<file path="src/rtl/sprite_pkg.sv">
// Shared types, register map offsets and the RGB565->RGB888 expansion for the sprite compositor.
package sprite_pkg;

    typedef struct packed {
        logic [4:0] r;
        logic [5:0] g;
        logic [4:0] b;
    } rgb565_t;

    typedef struct packed {
        logic [7:0] r;
        logic [7:0] g;
        logic [7:0] b;
    } rgb888_t;

    localparam logic [8:0] FLD_X    = 9'd0;
    localparam logic [8:0] FLD_Y    = 9'd1;
    localparam logic [8:0] FLD_CTRL = 9'd2;
    localparam logic [8:0] BG_ADDR  = 9'h1F0;
    localparam int         CTRL_EN    = 0;
    localparam int         CTRL_HFLIP = 1;

    function automatic rgb888_t rgb565_to_888(input rgb565_t p);
        rgb888_t o;
        o.r = {p.r, p.r[4:2]};
        o.g = {p.g, p.g[5:4]};
        o.b = {p.b, p.b[4:2]};
        return o;
    endfunction

endpackage

</file>
<file path="src/rtl/sprite_hit_unit.sv">
// One sprite's hit test and ROM address for the current raster position (combinational).
// Mirroring is compiled in only with SPRITE_COMPOSITOR_HFLIP_EN.
module sprite_hit_unit #(
    parameter int SPR_W = 32,
    parameter int SPR_H = 32,
    parameter int AW    = $clog2(SPR_W * SPR_H)
) (
    input  logic [10:0]   hcount,
    input  logic [9:0]    vcount,
    input  logic [10:0]   x,
    input  logic [9:0]    y,
    input  logic          en,
    input  logic          hflip,
    output logic          hit,
    output logic [AW-1:0] addr
);
    localparam int CW = $clog2(SPR_W);
    localparam int RW = $clog2(SPR_H);

    logic [11:0]   hc12, vc12, x12, y12;
    logic [CW-1:0] col_raw, col;
    logic [RW-1:0] row;

    // 12-bit compares so a sprite near x=2047 cannot wrap onto column 0
    assign hc12 = {1'b0, hcount};
    assign vc12 = {2'b0, vcount};
    assign x12  = {1'b0, x};
    assign y12  = {2'b0, y};

    assign hit = en && (hc12 >= x12) && (hc12 < x12 + 12'(SPR_W))
                    && (vc12 >= y12) && (vc12 < y12 + 12'(SPR_H));

    assign col_raw = hcount[CW-1:0] - x[CW-1:0];
    assign row     = vcount[RW-1:0] - y[RW-1:0];

`ifdef SPRITE_COMPOSITOR_HFLIP_EN
    assign col = hflip ? ~col_raw : col_raw;
`else
    logic unused_hflip;
    assign unused_hflip = hflip;
    assign col = col_raw;
`endif

    assign addr = {row, col};

endmodule

</file>
<file path="src/rtl/sprite_compositor.sv">
// Double-buffered sprite registers and a 2-clock hit/fetch/priority pipeline onto VGA.
// Optional macro: SPRITE_COMPOSITOR_HFLIP_EN enables ctrl bit1 horizontal mirroring.
module sprite_compositor
    import sprite_pkg::*;
#(
    parameter int          NUM_SPRITES = 4,
    parameter int          SPR_W       = 32,
    parameter int          SPR_H       = 32,
    parameter logic [15:0] TRANSP_KEY  = 16'hF81F,
    parameter int          HACTIVE     = 1280,
    parameter int          VACTIVE     = 480,
    parameter int          AW          = $clog2(SPR_W * SPR_H)
) (
    input  logic                      clk,
    input  logic                      reset,
    input  logic                      chipselect,
    input  logic                      write,
    input  logic [31:0]               writedata,
    input  logic [8:0]                address,
    input  logic [10:0]               hcount,
    input  logic [9:0]                vcount,
    input  logic                      blank_n_in,
    input  logic                      hs_in,
    input  logic                      vs_in,
    output logic [NUM_SPRITES*AW-1:0] spr_addr,
    input  logic [NUM_SPRITES*16-1:0] spr_data,
    output logic [7:0]                VGA_R,
    output logic [7:0]                VGA_G,
    output logic [7:0]                VGA_B,
    output logic                      VGA_BLANK_n,
    output logic                      VGA_HS,
    output logic                      VGA_VS,
    output logic                      commit_pulse
);
    logic [NUM_SPRITES-1:0][10:0] sh_x, act_x;
    logic [NUM_SPRITES-1:0][9:0]  sh_y, act_y;
    logic [NUM_SPRITES-1:0][1:0]  sh_ctrl, act_ctrl;
    logic [23:0]                  sh_bg, act_bg;

    logic [NUM_SPRITES-1:0]         hit_c, hit_s1;
    logic [NUM_SPRITES-1:0][AW-1:0] addr_c;
    logic [1:0]                     blank_pipe, hs_pipe, vs_pipe;
    logic                           wr_en, commit;
    rgb888_t                        sel;

    logic unused_cfg;
    assign unused_cfg = &{1'b0, writedata[31:24], 11'(HACTIVE)};

    assign wr_en        = chipselect && write;
    assign commit       = (hcount == 11'd0) && (vcount == 10'(VACTIVE));
    assign commit_pulse = commit && !reset;

    // Shadow takes bus writes; active copies the pre-write shadow at commit.
    always_ff @(posedge clk or posedge reset) begin
        if (reset) begin
            sh_x <= '0; sh_y <= '0; sh_ctrl <= '0; sh_bg <= '0;
            act_x <= '0; act_y <= '0; act_ctrl <= '0; act_bg <= '0;
        end else begin
            if (wr_en) begin
                if (address == BG_ADDR) sh_bg <= writedata[23:0];
                for (int i = 0; i < NUM_SPRITES; i++) begin
                    if (address == 9'(4 * i) + FLD_X)    sh_x[i]    <= writedata[10:0];
                    if (address == 9'(4 * i) + FLD_Y)    sh_y[i]    <= writedata[9:0];
                    if (address == 9'(4 * i) + FLD_CTRL) sh_ctrl[i] <= writedata[1:0];
                end
            end
            if (commit) begin
                act_x <= sh_x; act_y <= sh_y; act_ctrl <= sh_ctrl; act_bg <= sh_bg;
            end
        end
    end

    for (genvar g = 0; g < NUM_SPRITES; g++) begin : g_hit
        sprite_hit_unit #(.SPR_W(SPR_W), .SPR_H(SPR_H), .AW(AW)) u_hit (
            .hcount(hcount),
            .vcount(vcount),
            .x     (act_x[g]),
            .y     (act_y[g]),
            .en    (act_ctrl[g][CTRL_EN]),
            .hflip (act_ctrl[g][CTRL_HFLIP]),
            .hit   (hit_c[g]),
            .addr  (addr_c[g])
        );
    end

    // Stage 0 -> 1: ROM address and hit flags; sync signals ride alongside.
    always_ff @(posedge clk or posedge reset) begin
        if (reset) begin
            spr_addr   <= '0;
            hit_s1     <= '0;
            blank_pipe <= '0;
            hs_pipe    <= '1;
            vs_pipe    <= '1;
        end else begin
            for (int i = 0; i < NUM_SPRITES; i++) spr_addr[i*AW +: AW] <= addr_c[i];
            hit_s1     <= hit_c;
            blank_pipe <= {blank_pipe[0], blank_n_in};
            hs_pipe    <= {hs_pipe[0], hs_in};
            vs_pipe    <= {vs_pipe[0], vs_in};
        end
    end

    assign VGA_BLANK_n = blank_pipe[1];
    assign VGA_HS      = hs_pipe[1];
    assign VGA_VS      = vs_pipe[1];

    // Walk from the top index down so the lowest opaque index wins.
    always_comb begin
        sel = rgb888_t'(act_bg);
        for (int i = NUM_SPRITES - 1; i >= 0; i--) begin
            if (hit_s1[i] && (spr_data[i*16 +: 16] != TRANSP_KEY))
                sel = rgb565_to_888(rgb565_t'(spr_data[i*16 +: 16]));
        end
    end

    always_ff @(posedge clk or posedge reset) begin
        if (reset) begin
            VGA_R <= '0; VGA_G <= '0; VGA_B <= '0;
        end else if (blank_pipe[0]) begin
            VGA_R <= sel.r; VGA_G <= sel.g; VGA_B <= sel.b;
        end else begin
            VGA_R <= '0; VGA_G <= '0; VGA_B <= '0;
        end
    end

endmodule
</file>
<file path="config.mk">
export PLATFORM = sky130hd
export DESIGN_NAME = sprite_compositor
export DESIGN_NICKNAME = d
export VERILOG_FILES = /design/src/rtl/sprite_pkg.sv /design/src/rtl/sprite_hit_unit.sv /design/src/rtl/sprite_compositor.sv
export SDC_FILE = /design/constraint.sdc
export NUM_CORES = 1
export LEC_CHECK = 0
export CAP_MARGIN = 20
export CORE_ASPECT_RATIO = 0.9
export CORE_MARGIN = 2
export CORE_UTILIZATION = 50
export CTS_CLUSTER_DIAMETER = 30
export CTS_CLUSTER_SIZE = 30
export DETAILED_ROUTE_END_ITERATION = 12
export PLACE_DENSITY = 0.75
export SETUP_SLACK_MARGIN = 0.15
export SLEW_MARGIN = 20
export SYNTH_ARGS = -nofsm -noshare
export SYNTH_HDL_FRONTEND = slang
export SYNTH_SLANG_ARGS = --single-unit
</file>
<file path="constraint.sdc">
create_clock -name clk -period 14.36 [get_ports clk]
set_input_delay 1.436 -clock clk [delete_from_list [all_inputs] [get_ports clk]]
set_output_delay 1.436 -clock clk [all_outputs]
set_load 0.1 [all_outputs]
</file>
==> reports/summary.txt, run 1 <==
Most common cell after layout, fill and taps aside -> dfrtp_1
Die area -> 32200 um2
Crit path kind -> primary input to output port
Vias per Instance -> 5.65
Fin crit period -> 6180 ps
N_diodes -> 0
Routed WL -> 41300 um
TritonCTS clock tree -> yes
Reg clk slew, reported paths -> 50 ps
First-pass GRT wire length -> 64500 um
I/O pin count -> 201
Peak supply drop -> 0.0000903 V
FP Rows -> 60
Ys flop type -> dfrtp_1
Leak -> 9.51 nW
Final setup fails -> 0
Via count -> 11.6k
Gr usage total -> 25.9%
FF-to-FF setup slack -> 11700 ps
Worst R2R Start -> act_x[16]
Worst Hold Class -> flip-flop to flip-flop
DRC violations left -> 0
Final net count -> 1884
Post-DP HPWL -> 28900 um
Outcome -> complete, no violations
Crit share post-route -> 43.1%
Slew Limit Fails -> 0
ANT nets after route -> 0
Fraction of registers with async set/reset -> 100%
Post-synth cell types -> 61
Commonest non-fill, non-tap cells in the layout -> dfrtp_1 (294), clkdlybuf4s50_1 (192), mux2_2 (148)
Max-cap viol count -> 0
Hold Path End -> hs_pipe[1]
Initial antenna violation count -> 1
Hold_sp -> hs_pipe[0]
RSZ-0062 raised after global routing -> no
Synth top area share -> 47.8%
Worst slew pin tran -> 1040 ps
Power Density -> 129 nW/um2
Post-Synthesis Cell Area -> 15400 um2
Seq/Total Area, Yosys -> 48.5%
Clock sink count -> 298
Flops & latches, synth -> 298
Worst reg2reg endpoint -> hit_s1[1]
Yosys top cell by area -> dfrtp_1
Worst Reg-to-Reg Cells -> 9
Power Total -> 0.00258 W
Drt pass-1 iters -> 6
Initial Util -> 51.1%
# resized after CTS -> 0
Die H -> 170 um
Post-CTS setup buffers -> 0
Startpoint class of the critical path -> primary input
Largest net degree at the start of global routing -> 160
WL/cell -> 20.0 um
Post-Syn Nets -> 1658
Synth warn -> 0
Layout Skew -> 10.4 ps
Worst Hold Depth -> 0
TNS Setup -> 0 ps
WP data arrival -> 4750 ps
Final hold violations -> 0
Vias in the first global route -> 11.9k
Clock latency at the later pin of the worst-skew pair -> 560 ps
Number of synthesized flops with an enable pin -> 0
Top cells by area, synth -> dfrtp_1 (48%), ha_1 (11%), mux2_2 (11%)
# H-tree levels -> 2
RePlAce Congestion -> 0.921
Number of I/O port buffers -> 192
Worst Path Required -> 12920 ps
CTS Buffer Depth -> 3
Grt total ovfl -> 0
Final Util -> 66.3%
CP max FO -> 9
DRT iter0 DRCs -> 814
Root buffer cell -> clkbuf_16
Rel. slew slack -> 30.4%
Cts bufs inserted -> 61
Core Box Area -> 30100 um2
Crit end category -> output port
# hold bufs at CTS -> 0
Max Fclk -> 162 MHz
DIE WIDTH -> 189 um
Layout cells sized above 1 -> 16.7%
Syn_area_per_cell -> 11.1 um2
Mapped Cells -> 1381
Synthesis-to-finish area growth -> 29.8%
worst max-delay path: stages:
cell,delay [ps]
clkdlybuf4s50_1,790
nor4b_1,480
nand4b_1,240
nor4_1,550
clkdlybuf4s50_1,1240
cell usage after synthesis, drive strengths merged (10+ instances only):
library cell / number
a21o: 23
a21oi: 63
buf: 16
clkbuf: 23
dfrtp: 294
ha: 136
inv: 118
mux2: 150
nand2: 122
nand2b: 13
nand3: 27
nand4b: 13
nor2: 30
nor2b: 19
nor3: 28
o211ai: 16
o21a: 10
o21ai: 114
xnor2: 47
metrics by stage:
stage	setup WS (ps)	cell area (um2)	hold WS, ps	instances
floorplan	4700	15400	345	1381
global placement	8190	17700	345	1947
detailed placement	8260	17700	348	1947
CTS	8250	20000	357	2061
global route	8100	20000	357	2061
finish	8180	20000	355	2061
logic make-up (layout without fill, tap and decap cells):
| kind of cell | after synthesis | after routing | share of synthesized area, % |
|---|---|---|---|
| AOI/OAI and AO/OA | 295 | 295 | 12.2 |
| DFF | 298 | 298 | 48.5 |
| muxes | 152 | 152 | 11.1 |
| xor gates and xnor gates | 50 | 50 | 2.85 |
| and+or+nand+nor | 285 | 285 | 9.17 |
| adders and majority gates | 144 | 144 | 12.1 |
| buffers and inverters | 157 | 434 | 4.04 |
per-layer routing:
metal / vias up / routed length, um / global-route usage [%]
met2: 369 / 19300 / 41.2
met1: 5793 / 18400 / 36.3
met5: - / 0 / 0
met4: 0 / 1150 / 8.93
met3: 76 / 2400 / 4.04
li1: 5399 / - / -
power breakdown:
group	internal (W)	switching, W	total, W
clock network	0.00103	0.000458	0.00149
registers	0.000857	0.00000537	0.000862
logic	0.0000746	0.000148	0.000223
state kept, by name, summed over array words and instances, names as in the netlist:
| name | count |
|---|---|
| act_x | 44 |
| sh_x | 44 |
| act_y | 40 |
| sh_y | 40 |
| spr_addr | 40 |
| act_bg | 24 |
| sh_bg | 24 |
| VGA_B | 8 |
| VGA_G | 8 |
| VGA_R | 8 |
| act_ctrl | 4 |
| hit_s1 | 4 |
| sh_ctrl | 4 |
| blank_pipe | 2 |
| hs_pipe | 2 |
| vs_pipe | 2 |
worst max path at each step:
stage | start | cells past startpoint | to | slack [ps]
after floorplan | reset | 1 | VGA_B[0] | 4700
after global placement | vcount[5] | 5 | commit_pulse | 8190
after detailed placement | vcount[5] | 5 | commit_pulse | 8260
after CTS | vcount[5] | 5 | commit_pulse | 8250
after global routing | vcount[5] | 5 | commit_pulse | 8100
final | vcount[5] | 5 | commit_pulse | 8180
area by class of cell:
type / count / area (um2)
Sequential cell: 298 / 7460
Timing Repair Buffer: 202 / 2010
Fill cell: 2211 / 10100
Inverter: 118 / 450
Tap cell: 403 / 504
Multi-Input combinational cell: 926 / 7320
Clock buffer: 80 / 1710
Clock inverter: 34 / 510
(Power assumes the default switching activity.)
==> run 2: changes to the inputs <==
Clock period 14.36 ns to 5.9 ns, I/O delays scaled along.
==> run 2 against run 1 <==
Effect of this change:
- clock-buffer cell count is 9 lower
- combinational power increased by 140%
- global-route usage decreased by 0.91 points
- design area down 1.1%
- register-to-register slack got worse by 8600 ps
==> reports/summary.txt, run 2 (synthesis gave the netlist of run 1 again) <==
Outcome -> complete, no violations
Setup ws final -> 1350 ps
Reg clk slew, reported paths -> 40 ps
WP data arrival -> 3960 ps
Routed WL -> 40400 um
Vias per Instance -> 5.64
Final net count -> 1880
Max Fclk -> 220 MHz
Largest net degree at the start of global routing -> 192
Most common cell after layout, fill and taps aside -> dfrtp_1
Worst Hold Class -> flip-flop to flip-flop
Power Total -> 0.00586 W
Vias in the first global route -> 11.5k
DIE WIDTH -> 189 um
Clock sink count -> 298
I/O pin count -> 201
Core Box Area -> 30100 um2
# H-tree levels -> 2
Die area -> 32200 um2
CP max FO -> 9
Post-CTS setup buffers -> 0
Number of I/O port buffers -> 192
FILL cells -> 2238
Storage cell area -> 7460 um2
Initial antenna violation count -> 0
Die H -> 170 um
RePlAce Congestion -> 0.925
Post-DP HPWL -> 28600 um
Gate power share -> 9.3%
Cts bufs inserted -> 57
Worst reg2reg endpoint -> hit_s1[1]
Max-cap viol count -> 0
# resized after CTS -> 0
DRT iter0 DRCs -> 845
Net Switching -> 0.00149 W
TNS Setup -> 0 ps
Commonest non-fill, non-tap cells in the layout -> dfrtp_1 (294), clkdlybuf4s50_1 (192), mux2_2 (148)
Reg power frac -> 35.8%
Setup Slack @ Placement -> 1480 ps
ANT nets after route -> 0
Drt pass-1 iters -> 7
FF-to-FF setup slack -> 3140 ps
# hold bufs at CTS -> 0
Gr usage total -> 25.0%
Crit share post-route -> 77.2%
Rel. slew slack -> 29.0%
Post-Place Cells -> 1946
Clock latency at the later pin of the worst-skew pair -> 570 ps
Grt total ovfl -> 0
TritonCTS clock tree -> yes
CTS Buffer Depth -> 3
Final hold violations -> 0
Root buffer cell -> clkbuf_16
Leak -> 9.41 nW
WL/cell -> 19.7 um
Internal Pwr Total -> 0.00437 W
Startpoint class of the critical path -> primary input
Crit path kind -> primary input to output port
Area of the multi-input gates -> 7320 um2
Power Density -> 297 nW/um2
Worst R2R Start -> act_x[16]
Fin crit period -> 4550 ps
Layout cells sized above 1 -> 16.8%
N_diodes -> 0
Critical path startpoint -> vcount[5]
Synthesis-to-finish area growth -> 28.5%
FP Rows -> 60
Fin cells -> 2054
CP Capture Point -> commit_pulse
DRC violations left -> 0
Initial Util -> 51.1%
Worst Reg-to-Reg Cells -> 9
Layout Skew -> 9.20 ps
RSZ-0062 raised after global routing -> no
First-pass GRT wire length -> 62300 um
Peak supply drop -> 0.000242 V
Via count -> 11.6k
Crit end category -> output port
Final setup fails -> 0
Clk pwr share -> 54.9%
Slew Limit Fails -> 0
Worst slew pin tran -> 1060 ps
Worst Path Required -> 5310 ps
Switching Share -> 25.4%
Top Registers -> act_x: 44 flops, sh_x: 44 flops
[run 2: layer usage]
metal	wire length [um]	GRT usage (%)	up-vias
met5	0	0	-
met4	1120	8.56	0
met3	1900	3.96	71
met2	19000	40.3	300
met1	18400	34.5	5838
li1	-	-	5377
[run 2: layout make-up]
class                           count  share of cell area [%]
Tap cell                          403                    2.55
Timing Repair Buffer              202                    10.3
Clock buffer                       71                    8.04
Multi-Input combinational cell    926                    37.1
Clock inverter                     36                    1.97
Inverter                          118                    2.26
Sequential cell                   298                    37.8
[run 2: stage by stage]
step	instance area, um2	hold slack [ps]	utilization [%]
after detailed placement	17700	348	59.0
final	19800	354	65.6
after CTS	19700	357	65.5
after global placement	17700	346	58.9
after global routing	19800	361	65.6
after floorplan	15400	345	-
[run 2: how the worst min path moves through the flow]
| stage | from | endpoint | slack, ps | cells after the start |
|---|---|---|---|---|
| after global placement | hs_pipe[0] | hs_pipe[1] | 350 | 0 |
| after global routing | vs_pipe[0] | vs_pipe[1] | 360 | 0 |
| final | vs_pipe[0] | vs_pipe[1] | 350 | 0 |
| after detailed placement | vs_pipe[0] | vs_pipe[1] | 350 | 0 |
| after CTS | vs_pipe[0] | vs_pipe[1] | 360 | 0 |
| after floorplan | hs_pipe[0] | hs_pipe[1] | 350 | 0 |
[run 2: critical path: stages]
cell and delay [ps]:
clkdlybuf4s50_1 800, nor4b_1 440, nand4b_1 250, nor4_1 620, clkdlybuf4s50_1 1250
[run 2: power groups by stage]
stage / Combinational [W] / Clock, W / Sequential (W)
after floorplan: 0.000142 / 0 / 0.00230
after detailed placement: 0.000539 / 0 / 0.00213
after global placement: 0.000531 / 0 / 0.00213
after CTS: 0.000541 / 0.00326 / 0.00210
final: 0.000543 / 0.00322 / 0.00210
after global routing: 0.000578 / 0.00337 / 0.00210
==> run 3: changes to the inputs <==
Clock period 5.9 ns to 4.2 ns, I/O delays scaled along.
==> run 3 against run 2 <==
Effect of this change:
- combinational power increased by 43%
- routed wire length is 2.9% higher
- largest cell class unchanged
- total power up 48%
- clock-buffer cell count is 3 lower
- clock skew up 7.4 ps
- worst setup slack worse by 340 ps
==> reports/summary.txt, run 3 (synthesis gave the netlist of run 1 again) <==
Outcome -> complete, no violations
Final Util -> 66.6%
FP Rows -> 60
Gr usage total -> 26.2%
Hold Path End -> vs_pipe[0]
Crit end category -> output port
Commonest non-fill, non-tap cells in the layout -> dfrtp_1 (294), clkdlybuf4s50_1 (191), mux2_2 (148)
# resized after CTS -> 0
Worst R2R Start -> act_x[16]
CP max FO -> 5
Layout cells sized above 1 -> 17.4%
RSZ-0062 raised after global routing -> no
TritonCTS clock tree -> yes
Clock latency at the later pin of the worst-skew pair -> 570 ps
Leak -> 9.57 nW
CTS Buffer Depth -> 3
Clk pwr share -> 57.1%
Die H -> 170 um
Vias in the first global route -> 12.0k
Power Density -> 433 nW/um2
Root buffer cell -> clkbuf_16
Cts bufs inserted -> 57
First-pass GRT wire length -> 64900 um
Startpoint class of the critical path -> primary input
Max Fclk -> 313 MHz
Peak supply drop -> 0.000328 V
Worst Hold Class -> primary input to flip-flop
# H-tree levels -> 2
Worst Reg-to-Reg Cells -> 9
Post-CTS setup buffers -> 0
Drt pass-1 iters -> 5
FF-to-FF setup slack -> 1590 ps
Initial Util -> 51.1%
Initial antenna violation count -> 1
Worst Hold Depth -> 1
Layout Skew -> 16.6 ps
Crit path kind -> primary input to output port
DRT iter0 DRCs -> 766
Most common cell after layout, fill and taps aside -> dfrtp_1
RePlAce Congestion -> 0.917
Internal Pwr Total -> 0.00653 W
Hold_sp -> vs_in
Die area -> 32200 um2
Gate power share -> 9.0%
Post-DP HPWL -> 29500 um
DIE WIDTH -> 189 um
Routed WL -> 41600 um
ANT nets after route -> 0
Slew Limit Fails -> 0
I/O pin count -> 201
Reg power frac -> 33.9%
Final setup fails -> 0
Number of I/O port buffers -> 192
Worst Path Required -> 3780 ps
Reg clk slew, reported paths -> 50 ps
Synthesis-to-finish area growth -> 30.3%
Final hold violations -> 0
Switching Share -> 24.8%
Largest net degree at the start of global routing -> 83
Core Box Area -> 30100 um2
Rel. slew slack -> 28.1%
Worst slew pin tran -> 1070 ps
DRC violations left -> 0
Grt total ovfl -> 0
Vias per Instance -> 5.61
Crit share post-route -> 76.0%
Hold WS -> 259 ps
Fin crit period -> 3190 ps
Via count -> 11.6k
Max-cap viol count -> 0
Clock sink count -> 298
# hold bufs at CTS -> 0
WL/cell -> 20.1 um
WP data arrival -> 2770 ps
Net Switching -> 0.00215 W
Final net count -> 1894
Worst reg2reg endpoint -> hit_s1[1]
Top Registers -> act_x: 44 flops, sh_x: 44 flops
==> run 3: cell types whose count changed in the layout (fill, tap and decap cells not counted), moves of 2 or more <==
cell / delta
clkinv_4: -2
buf_12: +4
inv_6: +8
bufinv_16: +7
clkbuf_1: +3
clkbuf_16: +2
clkinv_2: -4
buf_4: +12
clkbuf_8: -8
inv_8: +2
clkinvlp_4: -6
==> run 3: worst max-delay path by stage <==
stage	endpoint	cells after the start	startpoint	slack [ps]
finish	commit_pulse	5	vcount[2]	1010
floorplan	VGA_B[0]	1	reset	-180
detailed placement	act_bg[12]	6	vcount[2]	800
global route	commit_pulse	5	vcount[2]	960
global placement	act_bg[18]	6	vcount[2]	840
CTS	commit_pulse	5	vcount[2]	1040
==> run 3: through the flow <==
step | instance area [um2] | cells | worst slack, ps | TNS [ps] | power, W
after floorplan | 15400 | 1381 | -176 | -51690 | 0.00343
after global placement | 17900 | 1961 | 838 | 0 | 0.00375
after detailed placement | 17900 | 1961 | 804 | 0 | 0.00377
after CTS | 20000 | 2069 | 1040 | 0 | 0.00874
after global routing | 20000 | 2069 | 962 | 0 | 0.00895
final | 20000 | 2070 | 1010 | 0 | 0.00868
==> run 3: critical path, stage by stage <==
cell and delay (ps):
clkdlybuf4s50_1 630, nor4b_1 550, nand4b_1 330, nor4_2 480, buf_4 370
==> run 3: cell type report <==
type,instances,area [um2]
repair buffers,216,2170
diodes,1,2.50
well taps,403,504
fillers,2207,10100
clock buffers,68,1540
clock inverters,40,579
multi-input cells,926,7320
inverters,118,447
flip-flops and latches,298,7460
==> run 3: power groups by stage <==
| stage | Sequential, W | Clock, W | Combinational, W |
|---|---|---|---|
| floorplan | 0.00323 | 0 | 0.000200 |
| global placement | 0.00299 | 0 | 0.000763 |
| detailed placement | 0.00299 | 0 | 0.000775 |
| CTS | 0.00294 | 0.00502 | 0.000780 |
| global route | 0.00295 | 0.00517 | 0.000826 |
| finish | 0.00294 | 0.00496 | 0.000777 |
==> run 3: metal layers <==
metal / part of all wire, % / routed length, um / vias to the layer above / global-route usage [%]
met1: 44 / 18400 / 5780 / 35.3
met2: 47 / 19400 / 324 / 41.6
met3: 5.7 / 2380 / 90 / 5.32
met5: 0 / 0 / - / 0
li1: - / - / 5420 / -
met4: 3.4 / 1420 / 0 / 10.7
